[src/rtl/mem_sequencer.sv]
// rtl/mem_sequencer.sv - run controller: load INS/DATA RAMs, start processor, stream results out
module mem_sequencer #(
    parameter int INS_WIDTH           = 8,
    parameter int DATA_MEM_WIDTH      = 12,
    parameter int INS_MEM_ADDR_WIDTH  = 8,
    parameter int DATA_MEM_ADDR_WIDTH = 12,
    parameter int INS_LEN             = 256,
    parameter int DATA_LEN            = 4096,
    parameter int RESULT_BASE         = 0,
    parameter int RESULT_LEN          = 4096,
    parameter int PROC_TIMEOUT        = 2**20
) (
    input  logic                           clk,
    input  logic                           rst,
    input  logic                           start,
    input  logic                           in_valid,
    output logic                           in_ready,
    input  logic [DATA_MEM_WIDTH-1:0]      in_data,
    output logic                           out_valid,
    input  logic                           out_ready,
    output logic [DATA_MEM_WIDTH-1:0]      out_data,
    output logic                           proc_start,
    input  logic                           proc_ready,
    input  logic                           proc_done,
    input  logic [INS_MEM_ADDR_WIDTH-1:0]  proc_ins_addr,
    input  logic [DATA_MEM_ADDR_WIDTH-1:0] proc_data_addr,
    input  logic [DATA_MEM_WIDTH-1:0]      proc_data_out,
    input  logic                           proc_data_wr_en,
    output logic [INS_MEM_ADDR_WIDTH-1:0]  ins_mem_addr,
    output logic                           ins_mem_wr_en,
    output logic [INS_WIDTH-1:0]           ins_mem_din,
    output logic [DATA_MEM_ADDR_WIDTH-1:0] data_mem_addr,
    output logic                           data_mem_wr_en,
    output logic [DATA_MEM_WIDTH-1:0]      data_mem_din,
    input  logic [DATA_MEM_WIDTH-1:0]      data_mem_dout,
    output logic [3:0]                     state,
    output logic                           busy,
    output logic                           done,
    output logic                           timeout_err
);

    localparam int CNT_W = ((INS_MEM_ADDR_WIDTH > DATA_MEM_ADDR_WIDTH) ?
                            INS_MEM_ADDR_WIDTH : DATA_MEM_ADDR_WIDTH) + 1;
    localparam int TO_W  = $clog2(PROC_TIMEOUT + 1);

    typedef enum logic [3:0] {
        S_IDLE       = 4'd0,
        S_LOAD_INS   = 4'd1,
        S_LOAD_DATA  = 4'd2,
        S_WAIT_READY = 4'd3,
        S_PROCESS    = 4'd4,
        S_DUMP_RD    = 4'd5,
        S_DUMP_WAIT  = 4'd6,
        S_DUMP_SEND  = 4'd7,
        S_FINISH     = 4'd8
    } state_t;

    state_t                    r_state;
    logic [CNT_W-1:0]          r_cnt;
    logic [TO_W-1:0]           r_tcnt;
    logic [DATA_MEM_WIDTH-1:0] r_out_data;
    logic                      r_timeout_err;

    logic                           w_load;
    logic                           w_accept;
    logic [DATA_MEM_ADDR_WIDTH-1:0] w_dump_addr;

    assign w_load      = (r_state == S_LOAD_INS) || (r_state == S_LOAD_DATA);
    assign w_accept    = w_load && in_valid;
    assign w_dump_addr = DATA_MEM_ADDR_WIDTH'(RESULT_BASE) + r_cnt[DATA_MEM_ADDR_WIDTH-1:0];

    always_ff @(posedge clk or posedge rst) begin
        if (rst) begin
            r_state       <= S_IDLE;
            r_cnt         <= '0;
            r_tcnt        <= '0;
            r_out_data    <= '0;
            r_timeout_err <= 1'b0;
        end else begin
            case (r_state)
                S_IDLE, S_FINISH: begin
                    if (start) begin
                        r_state       <= S_LOAD_INS;
                        r_cnt         <= '0;
                        r_timeout_err <= 1'b0;
                    end
                end
                S_LOAD_INS: begin
                    if (w_accept) begin
                        if (r_cnt == CNT_W'(INS_LEN - 1)) begin
                            r_state <= S_LOAD_DATA;
                            r_cnt   <= '0;
                        end else begin
                            r_cnt <= r_cnt + 1'b1;
                        end
                    end
                end
                S_LOAD_DATA: begin
                    if (w_accept) begin
                        if (r_cnt == CNT_W'(DATA_LEN - 1)) begin
                            r_state <= S_WAIT_READY;
                            r_cnt   <= '0;
                        end else begin
                            r_cnt <= r_cnt + 1'b1;
                        end
                    end
                end
                S_WAIT_READY: begin
                    if (proc_ready) begin
                        r_state <= S_PROCESS;
                        r_tcnt  <= '0;
                    end
                end
                S_PROCESS: begin
                    // proc_done wins over a timeout landing on the same cycle
                    if (proc_done) begin
                        r_state <= S_DUMP_RD;
                        r_cnt   <= '0;
                    end else if (r_tcnt == TO_W'(PROC_TIMEOUT - 1)) begin
                        r_state       <= S_FINISH;
                        r_timeout_err <= 1'b1;
                    end else begin
                        r_tcnt <= r_tcnt + 1'b1;
                    end
                end
                S_DUMP_RD:   r_state <= S_DUMP_WAIT;
                S_DUMP_WAIT: begin
                    r_out_data <= data_mem_dout;
                    r_state    <= S_DUMP_SEND;
                end
                S_DUMP_SEND: begin
                    if (out_ready) begin
                        if (r_cnt == CNT_W'(RESULT_LEN - 1)) begin
                            r_state <= S_FINISH;
                        end else begin
                            r_cnt   <= r_cnt + 1'b1;
                            r_state <= S_DUMP_RD;
                        end
                    end
                end
                default: r_state <= S_IDLE;
            endcase
        end
    end

    always_comb begin
        in_ready       = w_load;
        out_valid      = (r_state == S_DUMP_SEND);
        proc_start     = (r_state == S_WAIT_READY) && proc_ready;
        ins_mem_addr   = '0;
        ins_mem_wr_en  = 1'b0;
        ins_mem_din    = '0;
        data_mem_addr  = '0;
        data_mem_wr_en = 1'b0;
        data_mem_din   = '0;
        case (r_state)
            S_LOAD_INS: begin
                if (w_accept) begin
                    ins_mem_wr_en = 1'b1;
                    ins_mem_addr  = r_cnt[INS_MEM_ADDR_WIDTH-1:0];
                    ins_mem_din   = in_data[INS_WIDTH-1:0];
                end
            end
            S_LOAD_DATA: begin
                if (w_accept) begin
                    data_mem_wr_en = 1'b1;
                    data_mem_addr  = r_cnt[DATA_MEM_ADDR_WIDTH-1:0];
                    data_mem_din   = in_data;
                end
            end
            S_PROCESS: begin
                ins_mem_addr   = proc_ins_addr;
                data_mem_addr  = proc_data_addr;
                data_mem_din   = proc_data_out;
                data_mem_wr_en = proc_data_wr_en;
            end
            S_DUMP_RD, S_DUMP_WAIT: data_mem_addr = w_dump_addr;
            default: ;
        endcase
    end

    assign out_data    = r_out_data;
    assign state       = r_state;
    assign busy        = (r_state != S_IDLE) && (r_state != S_FINISH);
    assign done        = (r_state == S_FINISH);
    assign timeout_err = r_timeout_err;

endmodule

[config.mk]
export PLATFORM = sky130hd
export DESIGN_NAME = mem_sequencer
export DESIGN_NICKNAME = d
export VERILOG_FILES = /design/src/rtl/mem_sequencer.sv
export SDC_FILE = /design/constraint.sdc
export NUM_CORES = 1
export LEC_CHECK = 0
export CAP_MARGIN = 30
export CORE_ASPECT_RATIO = 1.4
export CORE_MARGIN = 2
export CORE_UTILIZATION = 45
export DETAILED_ROUTE_END_ITERATION = 7
export GPL_ROUTABILITY_DRIVEN = 0
export PLACE_DENSITY = 0.83
export SLEW_MARGIN = 15
export SYNTH_ARGS = -nofsm -noshare
export SYNTH_HDL_FRONTEND = slang
export SYNTH_SLANG_ARGS = --single-unit
[constraint.sdc]
create_clock -name clk -period 2.6 [get_ports clk]
set_input_delay 0.52 -clock clk [delete_from_list [all_inputs] [get_ports clk]]
set_output_delay 0.52 -clock clk [all_outputs]
set_load 0.01 [all_outputs]
* Word level (Yosys, flattened, before mapping)
Index checks and enable logic that the tools add are counted.
** Operators by class
- $add $sub $neg :: 2
- $mul :: 0
- Divide/modulo/power cells :: 0
- Magnitude comparators :: 0
- Equal/unequal tests :: 25
- Shift-type cells :: 0
- Mux-type cells :: 39
- Bitwise logic cells :: 0
- Reduce and logical (&&, ||, !) cells :: 15
** Operators with widths (number)
- 13-bit two-way mux :: 8
- 13-bit case mux with 5 select lines :: 1
- 21-bit two-way mux :: 3
- 21-bit case mux with 2 select lines :: 1
- 4-bit two-way mux :: 10
- 12-bit case mux with 3 select lines :: 1
- 4-bit case mux with 8 select lines :: 1
- 12-bit two-way mux :: 2
- 8-bit two-way mux :: 3
- 12-bit case mux with 2 select lines :: 1
- 21-bit by 1-bit adder with 21-bit output, second input constant :: 1
- 21-bit by 20-bit equality test with 1-bit output, second input constant :: 1
- 2-bit != test, second input constant :: 9
- 4-bit by 3-bit equality test with 1-bit output, second input constant :: 4
- 8-bit case mux with 2 select lines :: 1
- 13-bit by 1-bit adder with 13-bit output, second input constant :: 1
- 13-bit by 12-bit equality test with 1-bit output, second input constant :: 1
- 13-bit by 8-bit equality test with 1-bit output, second input constant :: 1
- 4-bit by 2-bit equality test with 1-bit output, second input constant :: 2
- 4-bit AND reduction :: 2
- 8-bit AND reduction :: 1
- 7-bit AND reduction :: 1
- 2-bit by 1-bit != test with 1-bit output, second input constant :: 3
- 1-bit two-way mux :: 5
- 12 further kinds :: 17
** Storage, ports and cells
- Register bits :: 51
- Latch bits :: 0
- RAM bits :: 0
- Memory bits (read-only) :: 0
- Input port bits :: 64
- Output and inout port bits :: 64
- Memories :: 0

* Longest topological paths before layout
Gate-level depths: netlist of the first run.
- Depth in word-level cells :: 5
- Depth in mapped cells :: 8
- Gate-level depth less buffers :: 6

* Least setup slack after synthesis of the first run
OpenSTA, ideal clock, no wires.
- Kind :: register to output
- Start point :: register r_state[0], in the netlist state[0]
- End point :: output port data_mem_addr[0]
- Data arrival time :: 1.905 ns
- Data required time :: 2.080 ns
- Path slack :: 0.175 ns
- Cell stages (with the launch flop) :: 8
- Path through :: dfrtp_1 buf_2 buf_1 nand2_1 or2_2 a21oi_1 clkbuf_1 a22o_1
** On the way
- Word-level cells in the longest chain between the ends :: 5
- Elaborated cells on any way between the ends :: 10
** Ends and longest elaborated chain
- from (decl) :: line 58 : state_t r_state;
- from (signal assigned) :: line 74 : r_state <= S_IDLE;
- from (signal assigned) :: line 83 : r_state <= S_LOAD_INS;
- from (signal assigned) :: line 91 : r_state <= S_LOAD_DATA;
- 4-bit by 1-bit equality test with 1-bit output / 4-bit by 2-bit equality test with 1-bit output (equally long branches) :: line 68, 156
- 1-bit logical OR :: line 68 : assign w_load = (r_state == S_LOAD_INS) || (r_state == S_LOAD_DATA);
- 1-bit logical AND :: line 69 : assign w_accept = w_load && in_valid;
- 12-bit two-way mux :: line 165 : if (w_accept) begin
- 12-bit case mux with 3 select lines (*) :: line 156 : case (r_state)
- to (decl) :: line 32 : output logic [DATA_MEM_ADDR_WIDTH-1:0] data_mem_addr,
Every way passes the cells marked *; elsewhere a longest branch is shown, timed or not.

* Final worst setup path of the first run
- Start point :: register r_state[0], in the netlist state[0]
- End point :: output port data_mem_din[6]
** On the way
- Word-level cells in the longest chain between the ends :: 5
- Elaborated cells on any way between the ends :: 7
** Ends and longest elaborated chain
- 4-bit by 1-bit equality test with 1-bit output / 4-bit by 2-bit equality test with 1-bit output (equally long branches) :: line 68, 156
- 1-bit logical OR :: line 68
- 1-bit logical AND :: line 69
- 12-bit two-way mux :: line 165
- 12-bit case mux with 2 select lines (*) :: line 156
- to (decl) :: line 34 : output logic [DATA_MEM_WIDTH-1:0] data_mem_din,
Marked as above.

==> flow_summary_export.csv, run 1 <==
group,metric,value,unit
synthesis,synth_compound_area_share,23.5,%
clock_tree,htreeDepth,2,
power,p_seq_share,29.2,%
worst_setup_path,critPathMaxStageDelay,470,ps
floorplanning,start_util,45.8,%
hold_path,hold_path_end,"out_data[2]$_DFFE_PP0N_",
finish,diodes,0,
drt,drt_iter0_markers,204,
global_route,globalRouteMet1Util,31.5,%
synthesis,yosys_warnings,0,
drt,wl,10600,um
power,leakage,2.16,nW
global_route,grt_pass1_wl,17100,um
worst_setup_path,start_kind,"register",
place,io_buffers,127,
global_route,grt_pass1_vias,3544,
finish,area_delta_synth_final,49.5,%
drt,vias_per_cell,5.83,
clock_tree,numClockSinks,51,
floorplanning,core,7270,um2
clock_tree,clock_path_buffers,2,
power,swShare,39.0,%
floorplanning,num_io_pins,128,
synthesis,syn_area,3330,um2
worst_setup_path,worstPathArrival,2050,ps
floorplanning,die_y,106,um
finish,multiInputGateArea,1930,um2
timing,rsz0062_at_grt,"true",
worst_setup_path,crit_top_cell,"buf_4",
place,dp_hpwl,7780,um
clock_tree,insertion_delay,320,ps
worst_setup_path,crit_path_top_delay_cell,"dfrtp_2",
clock_tree,holdBufCountCts,0,
timing,min_period,2570,ps
power,powerDensity,736,nW/um2
synthesis,synth-async-reset-ratio,100,%
worst_setup_path,r2r-start,"state[0]$_DFFE_PP0P_",
synthesis,ys_seq_area_share,38.3,%
synthesis,syn_area_per_cell,9.13,um2
drt,wl_per_cell,17.2,um
synthesis,synth-seq-cells,51,
clock_tree,cts_buffers,5,
synthesis,synth_xor_area_share,2.89,%
timing,slew_viol_final,0,
synthesis,synth-edff-count,0,
drt,dr.pass1.iters,4,
timing,hold_viol,0,
clock_tree,path_clk_slew,110,ps
clock_tree,root_buffer,"clkbuf_8",
worst_setup_path,cp.depth,7,
global_route,use_met2,45.2,%
worst_setup_path,path_buf_inv,4,
power,p_comb_share,57.5,%
synthesis,synth_ff_type,"dfrtp_1",
timing,max_freq,389,MHz
timing,finalClockSkew,11.5,ps
timing,fin_crit_sh,99.0,%
hold_path,hp-start,"out_data[2]$_DFFE_PP0N_",
global_route,busiest_layer,"met2",
finish,nFillCells,587,
synthesis,synth_cell_type_count,55,
worst_setup_path,crit_chain,"buf_4, or3b_4, nor2_4, buf_4, buf_4, a22o_1, clkdlybuf4s15_2",
worst_setup_path,path_delay_family,"buffers and inverters",
global_route,grtUsageTotal,26.0,%
finish,nets,581,
hold_path,min_delay_path_depth,1,
finish,regArea,1280,um2
floorplanning,rows,37,
worst_setup_path,r2r_slack,100,ps
status,status,"finished, final reports clean",
worst_setup_path,r2r-end,"r_cnt[9]$_DFFE_PP0P_",
worst_setup_path,rr_worst_depth,9,
worst_setup_path,critPathCaptureType,"output port",
synthesis,yosys.area_share.simple,23.8,%
timing,final-setup-viol-count,0,
finish,design_area,4980,um2
synthesis,synth_cells,365,
synthesis,synth.net_count,431,
drt,drtAntennaViolNets,0,
power,vdd_ir_drop_max,560,uV
worst_setup_path,worst-path-max-fanout,7,
drt,via_count,3574,
hold_path,hold_class,"reg2reg",
synthesis,synth_top_family_by_area,"simple AND/OR/NAND/NOR gates",
finish,drive_above_1_share,22.1,%
clock_tree,cts_tree,"yes",
run,drv_cap,0,
global_route,globalRoute.totalOverflow,0,
synthesis,synth-adder-area-share,0.751,%
power,p_switching,0.00143,W
global_route,antenna_found_initial,0,
worst_setup_path,crit_type,"reg2out",
power,power,0.00367,W
timing,slew_headroom,62.1,%
timing,worstMarginPinSlew,554,ps
drt,drc,0,
global_route,grt_start_max_net_pins,34,
power,pwr-share-clk,13.3,%
power,intPower,0.00224,W
floorplanning,die_area,8120,um2
place,dpl-instance-area,4850,um2
worst_setup_path,cp_data_required_time,2080,ps
floorplanning,die_w,76.7,um
synthesis,synth_mux_area_share,5.03,%
global_route,met3_usage,3.85,%
worst max path at each step:
stage	from	to	slack, ps
floorplan	state[0]$_DFFE_PP0P_	data_mem_addr[0]	170
global placement	in_valid	data_mem_din[0]	-310
detailed placement	in_valid	data_mem_din[0]	-350
CTS	state[0]$_DFFE_PP0P_	data_mem_din[9]	3
global route	state[0]$_DFFE_PP0P_	data_mem_addr[1]	-60
finish	state[0]$_DFFE_PP0P_	data_mem_din[6]	30
metrics by stage:
step / setup slack, ps / std cells / hold slack [ps] / setup TNS [ps] / utilization, %
2_1_floorplan: 175 / 365 / 482 / 0 / -
3_3_place_gp: -307 / 591 / 491 / -7070 / 66.7
3_5_place_dp: -347 / 591 / 498 / -7640 / 66.7
4_1_cts: 2.52 / 611 / 519 / 0 / 69.1
5_1_grt: -57.8 / 613 / 531 / -171 / 68.5
6_report: 26.9 / 613 / 513 / 0 / 68.5
sequential cells by signal (all words and copies together) (netlist names):
name,cells
r_cnt,13
out_data,12
timeout_err,1
r_tcnt,21
state,4
final cells by class:
cell class              instances  area share, %
clock buffers                   5           1.38
clock inverters                 3          0.452
inverters                      17           1.28
multi-input cells             270           38.7
flip-flops and latches         51           25.7
well taps                      97           2.44
repair buffers                170           30.1
what timing repair did:
item                                    4_1_cts  5_1_grt
gates resized for setup                      76       49
pin swaps                                     2        1
buffers inserted                             11        2
hold endpoints to repair                      0        0
cloned                                        1        0
endpoints found under the setup margin       44       24
logic make-up after synthesis:
logic type,count (synthesis)
compound gates,110
xor+xnor,11
fa+ha+maj,2
buf+inv,44
flops,51
mux,15
simple gates,132
power groups by stage:
stage	sequential [W]	clock, W	combinational, W
finish	0.00107	0.000488	0.00211
detailed placement	0.00110	0	0.00188
CTS	0.00107	0.000496	0.00202
global placement	0.00109	0	0.00184
floorplan	0.00108	0	0.000980
global route	0.00109	0.000519	0.00226
cells in the final DEF, fill, tap and decap left out, types with 15 or more instances in the layout:
master and instances:
a21oi_1 21, a22o_1 32, buf_4 40, clkbuf_2 22
clkdlybuf4s50_1 82, dfrtp_1 48, nand2_1 15, nand3_1 15
o21ai_0 17
cells in the mapped netlist, drive strengths merged, types with 3 or more instances:
master	n	area, um2
dfrtp	51	1280
a22o	32	280
a21oi	21	105
clkbuf	17	63.8
o21ai	17	85.1
inv	16	60.1
nand2	16	60.1
nand3	15	75.1
nor2	15	56.3
mux2	14	158
nand4	14	87.6
or3	13	81.3
buf	10	61.3
or4	10	75.1
xnor2	10	87.6
o31ai	9	67.6
and2	8	50.1
nor4	7	43.8
a21o	6	45.0
nand2b	6	37.5
and3	5	31.3
nand3b	4	30.0
nor3	4	20.0
a2111oi	3	26.3
a211o	3	26.3
a31oi	3	18.8
nand4b	3	32.5
or2	3	18.8
metal layers:
| metal | routed length (um) | up-vias | share of wire (%) |
|---|---|---|---|
| li1 | - | 1693 | - |
| met1 | 4240 | 1756 | 40 |
| met2 | 5660 | 97 | 54 |
| met3 | 327 | 28 | 3.1 |
| met4 | 334 | 0 | 3.2 |
| met5 | 0 | - | 0 |
No activity file was read; power rests on OpenSTA's default activity.
==> run 2, diff against run 1 <==
--- a/config.mk
+++ b/config.mk
@@ -12,6 +12,7 @@
 export DETAILED_ROUTE_END_ITERATION = 7
 export GPL_ROUTABILITY_DRIVEN = 0
 export PLACE_DENSITY = 0.83
+export REMOVE_ABC_BUFFERS = 1
 export SLEW_MARGIN = 15
 export SYNTH_ARGS = -nofsm -noshare
 export SYNTH_HDL_FRONTEND = slang
==> run 2 against run 1 <==
Worst setup slack gained 29 ps. Cell count rose by 0.16%. Count of clock-buffer cells in the layout unchanged. Total power is 2.5% lower. Register-to-register slack better by 80 ps. Sequential power about the same. Via count down 0.48%. Clock skew is 3.3 ps lower. Cell area grew 1.9%. Die area unchanged. Critical endpoint is now data_mem_addr[6].
==> flow_summary_export.csv, run 2 (synthesis results as in run 1) <==
group,metric,value,unit
clock_tree,root_buffer,"clkbuf_8",
power,leakage,2.22,nW
floorplanning,core,7270,um2
power,vdd_ir_drop_max,701,uV
place,dp_hpwl,7670,um
status,status,"finished, final reports clean",
clock_tree,path_clk_slew,100,ps
power,pwr-share-clk,13.3,%
drt,drc,0,
worst_setup_path,start_kind,"register",
global_route,grt_pass1_vias,3594,
power,p_comb_share,56.6,%
power,p_seq_share,30.1,%
timing,min_period,2540,ps
timing,fin_ws,55.8,ps
global_route,antenna_found_initial,0,
global_route,grt_pass1_wl,17000,um
power,intPower,0.00220,W
global_route,globalRoute.totalOverflow,0,
floorplanning,num_io_pins,128,
clock_tree,htreeDepth,2,
finish,stdcell_count,614,
finish,layout_common_cells,"clkdlybuf4s50_1, dfrtp_1, buf_4",
worst_setup_path,worst-path-max-fanout,6,
finish,design_area,5070,um2
worst_setup_path,critPathCaptureType,"output port",
place,dp.cells,593,
global_route,grt_start_max_net_pins,52,
timing,slew_viol_final,0,
global_route,use_met2,47.5,%
drt,drtAntennaViolNets,0,
place,dpl-instance-area,4880,um2
power,swShare,38.6,%
drt,wl,10600,um
floorplanning,die_area,8120,um2
power,powerDensity,705,nW/um2
finish,area_delta_synth_final,52.2,%
clock_tree,numClockSinks,51,
power,p_switching,0.00138,W
finish,nFillCells,572,
timing,timing.setup.tns,0,ps
floorplanning,die_w,76.7,um
timing,worstMarginPinSlew,606,ps
floorplanning,die_y,106,um
drt,vias_per_cell,5.79,
place,io_buffers,127,
global_route,busiest_layer,"met2",
drt,wl_per_cell,17.2,um
global_route,grtUsageTotal,25.5,%
timing,slew_headroom,59.2,%
run,drv_cap,0,
drt,dr.pass1.iters,4,
clock_tree,clock_path_buffers,2,
timing,hold_viol,0,
clock_tree,cts_tree,"yes",
worst_setup_path,cp_data_required_time,2080,ps
floorplanning,rows,37,
timing,finalClockSkew,8.16,ps
finish,diodes,0,
finish,nets,582,
finish,final_util,69.8,%
drt,drt_iter0_markers,187,
global_route,met3_usage,3.00,%
worst_setup_path,worstPathArrival,2020,ps
finish,regMostFlops,"r_tcnt",
timing,max_freq,393,MHz
finish,multiInputGateArea,1900,um2
clock_tree,cts_buffers,5,
finish,layout_commonest_cell,"clkdlybuf4s50_1",
finish,largest_reg_flops,21,
worst_setup_path,r2r_slack,180,ps
timing,final-setup-viol-count,0,
place,place_ws,-313,ps
finish,regArea,1280,um2
clock_tree,insertion_delay,310,ps
timing,fin_crit_sh,97.9,%
global_route,globalRouteMet1Util,30.8,%
finish,drive_above_1_share,17.8,%
drt,via_count,3557,
floorplanning,start_util,45.8,%
worst_setup_path,crit_type,"reg2out",
hold_path,hold_class,"reg2reg",
run 2: cell types whose count changed in the layout (fill, tap and decap cells not counted), moves of 2 or more:
cell and change:
nor2b_1 +2, buf_4 -5, buf_2 +4, dlygate4sd2_1 +11
clkdlybuf4s15_1 +6, clkbuf_2 -22, buf_6 +4
run 2: critical path, cell delays in order, from the launching register on:
cell	delay (ps)
dfrtp_2	440
buf_4	150
or2_2	320
a21oi_2	200
clkbuf_4	210
a22o_1	130
dlygate4sd2_1	270
run 2: final cells by class:
cell class              count  area share [%]
repair buffers            171            31.8
clock inverters             3           0.370
inverters                  17            1.26
flip-flops and latches     51            25.3
multi-input cells         270            37.5
clock buffers               5            1.36
well taps                  97            2.39
run 2: power by group through the flow:
stage / logic, W / clock network, W / registers (W)
final: 0.00202 / 0.000475 / 0.00108
after floorplan: 0.000793 / 0 / 0.00116
after global routing: 0.00218 / 0.000507 / 0.00109
after global placement: 0.00182 / 0 / 0.00109
after detailed placement: 0.00187 / 0 / 0.00110
after CTS: 0.00192 / 0.000477 / 0.00108
run 2: worst paths after layout:
kind                                    startpoint                 endpoint  cells after the start
hold / removal             out_data[7]$_DFFE_PP0N_  out_data[7]$_DFFE_PP0N_                      1
hold reg to reg            out_data[7]$_DFFE_PP0N_  out_data[7]$_DFFE_PP0N_                      1
min in group asynchronous                      rst    r_tcnt[2]$_DFFE_PP0P_                      3
setup / recovery              state[1]$_DFFE_PP0P_         data_mem_addr[6]                      6
setup reg to reg              state[0]$_DFFE_PP0P_     r_cnt[2]$_DFFE_PP0P_                      7
max in group asynchronous                      rst     state[3]$_DFFE_PP0P_                      3
run 2: repair_timing:
item,in CTS,in global routing
setup endpoints to repair,44,31
pin swaps,2,3
setup buffers,6,4
cloned,2,1
gates resized for setup,81,16
hold buffers,0,0
run 2: per-layer routing:
metal / part of all wire (%) / up-vias
li1: - / 1687
met1: 40 / 1752
met2: 55 / 98
met3: 3.6 / 20
met4: 1.4 / 0
met5: 0 / -
run 2: stage by stage:
stage,total power [W],hold slack (ps)
6_report,0.00358,515
3_5_place_dp,0.00297,499
3_3_place_gp,0.00292,491
4_1_cts,0.00348,518
2_1_floorplan,0.00195,482
5_1_grt,0.00378,523
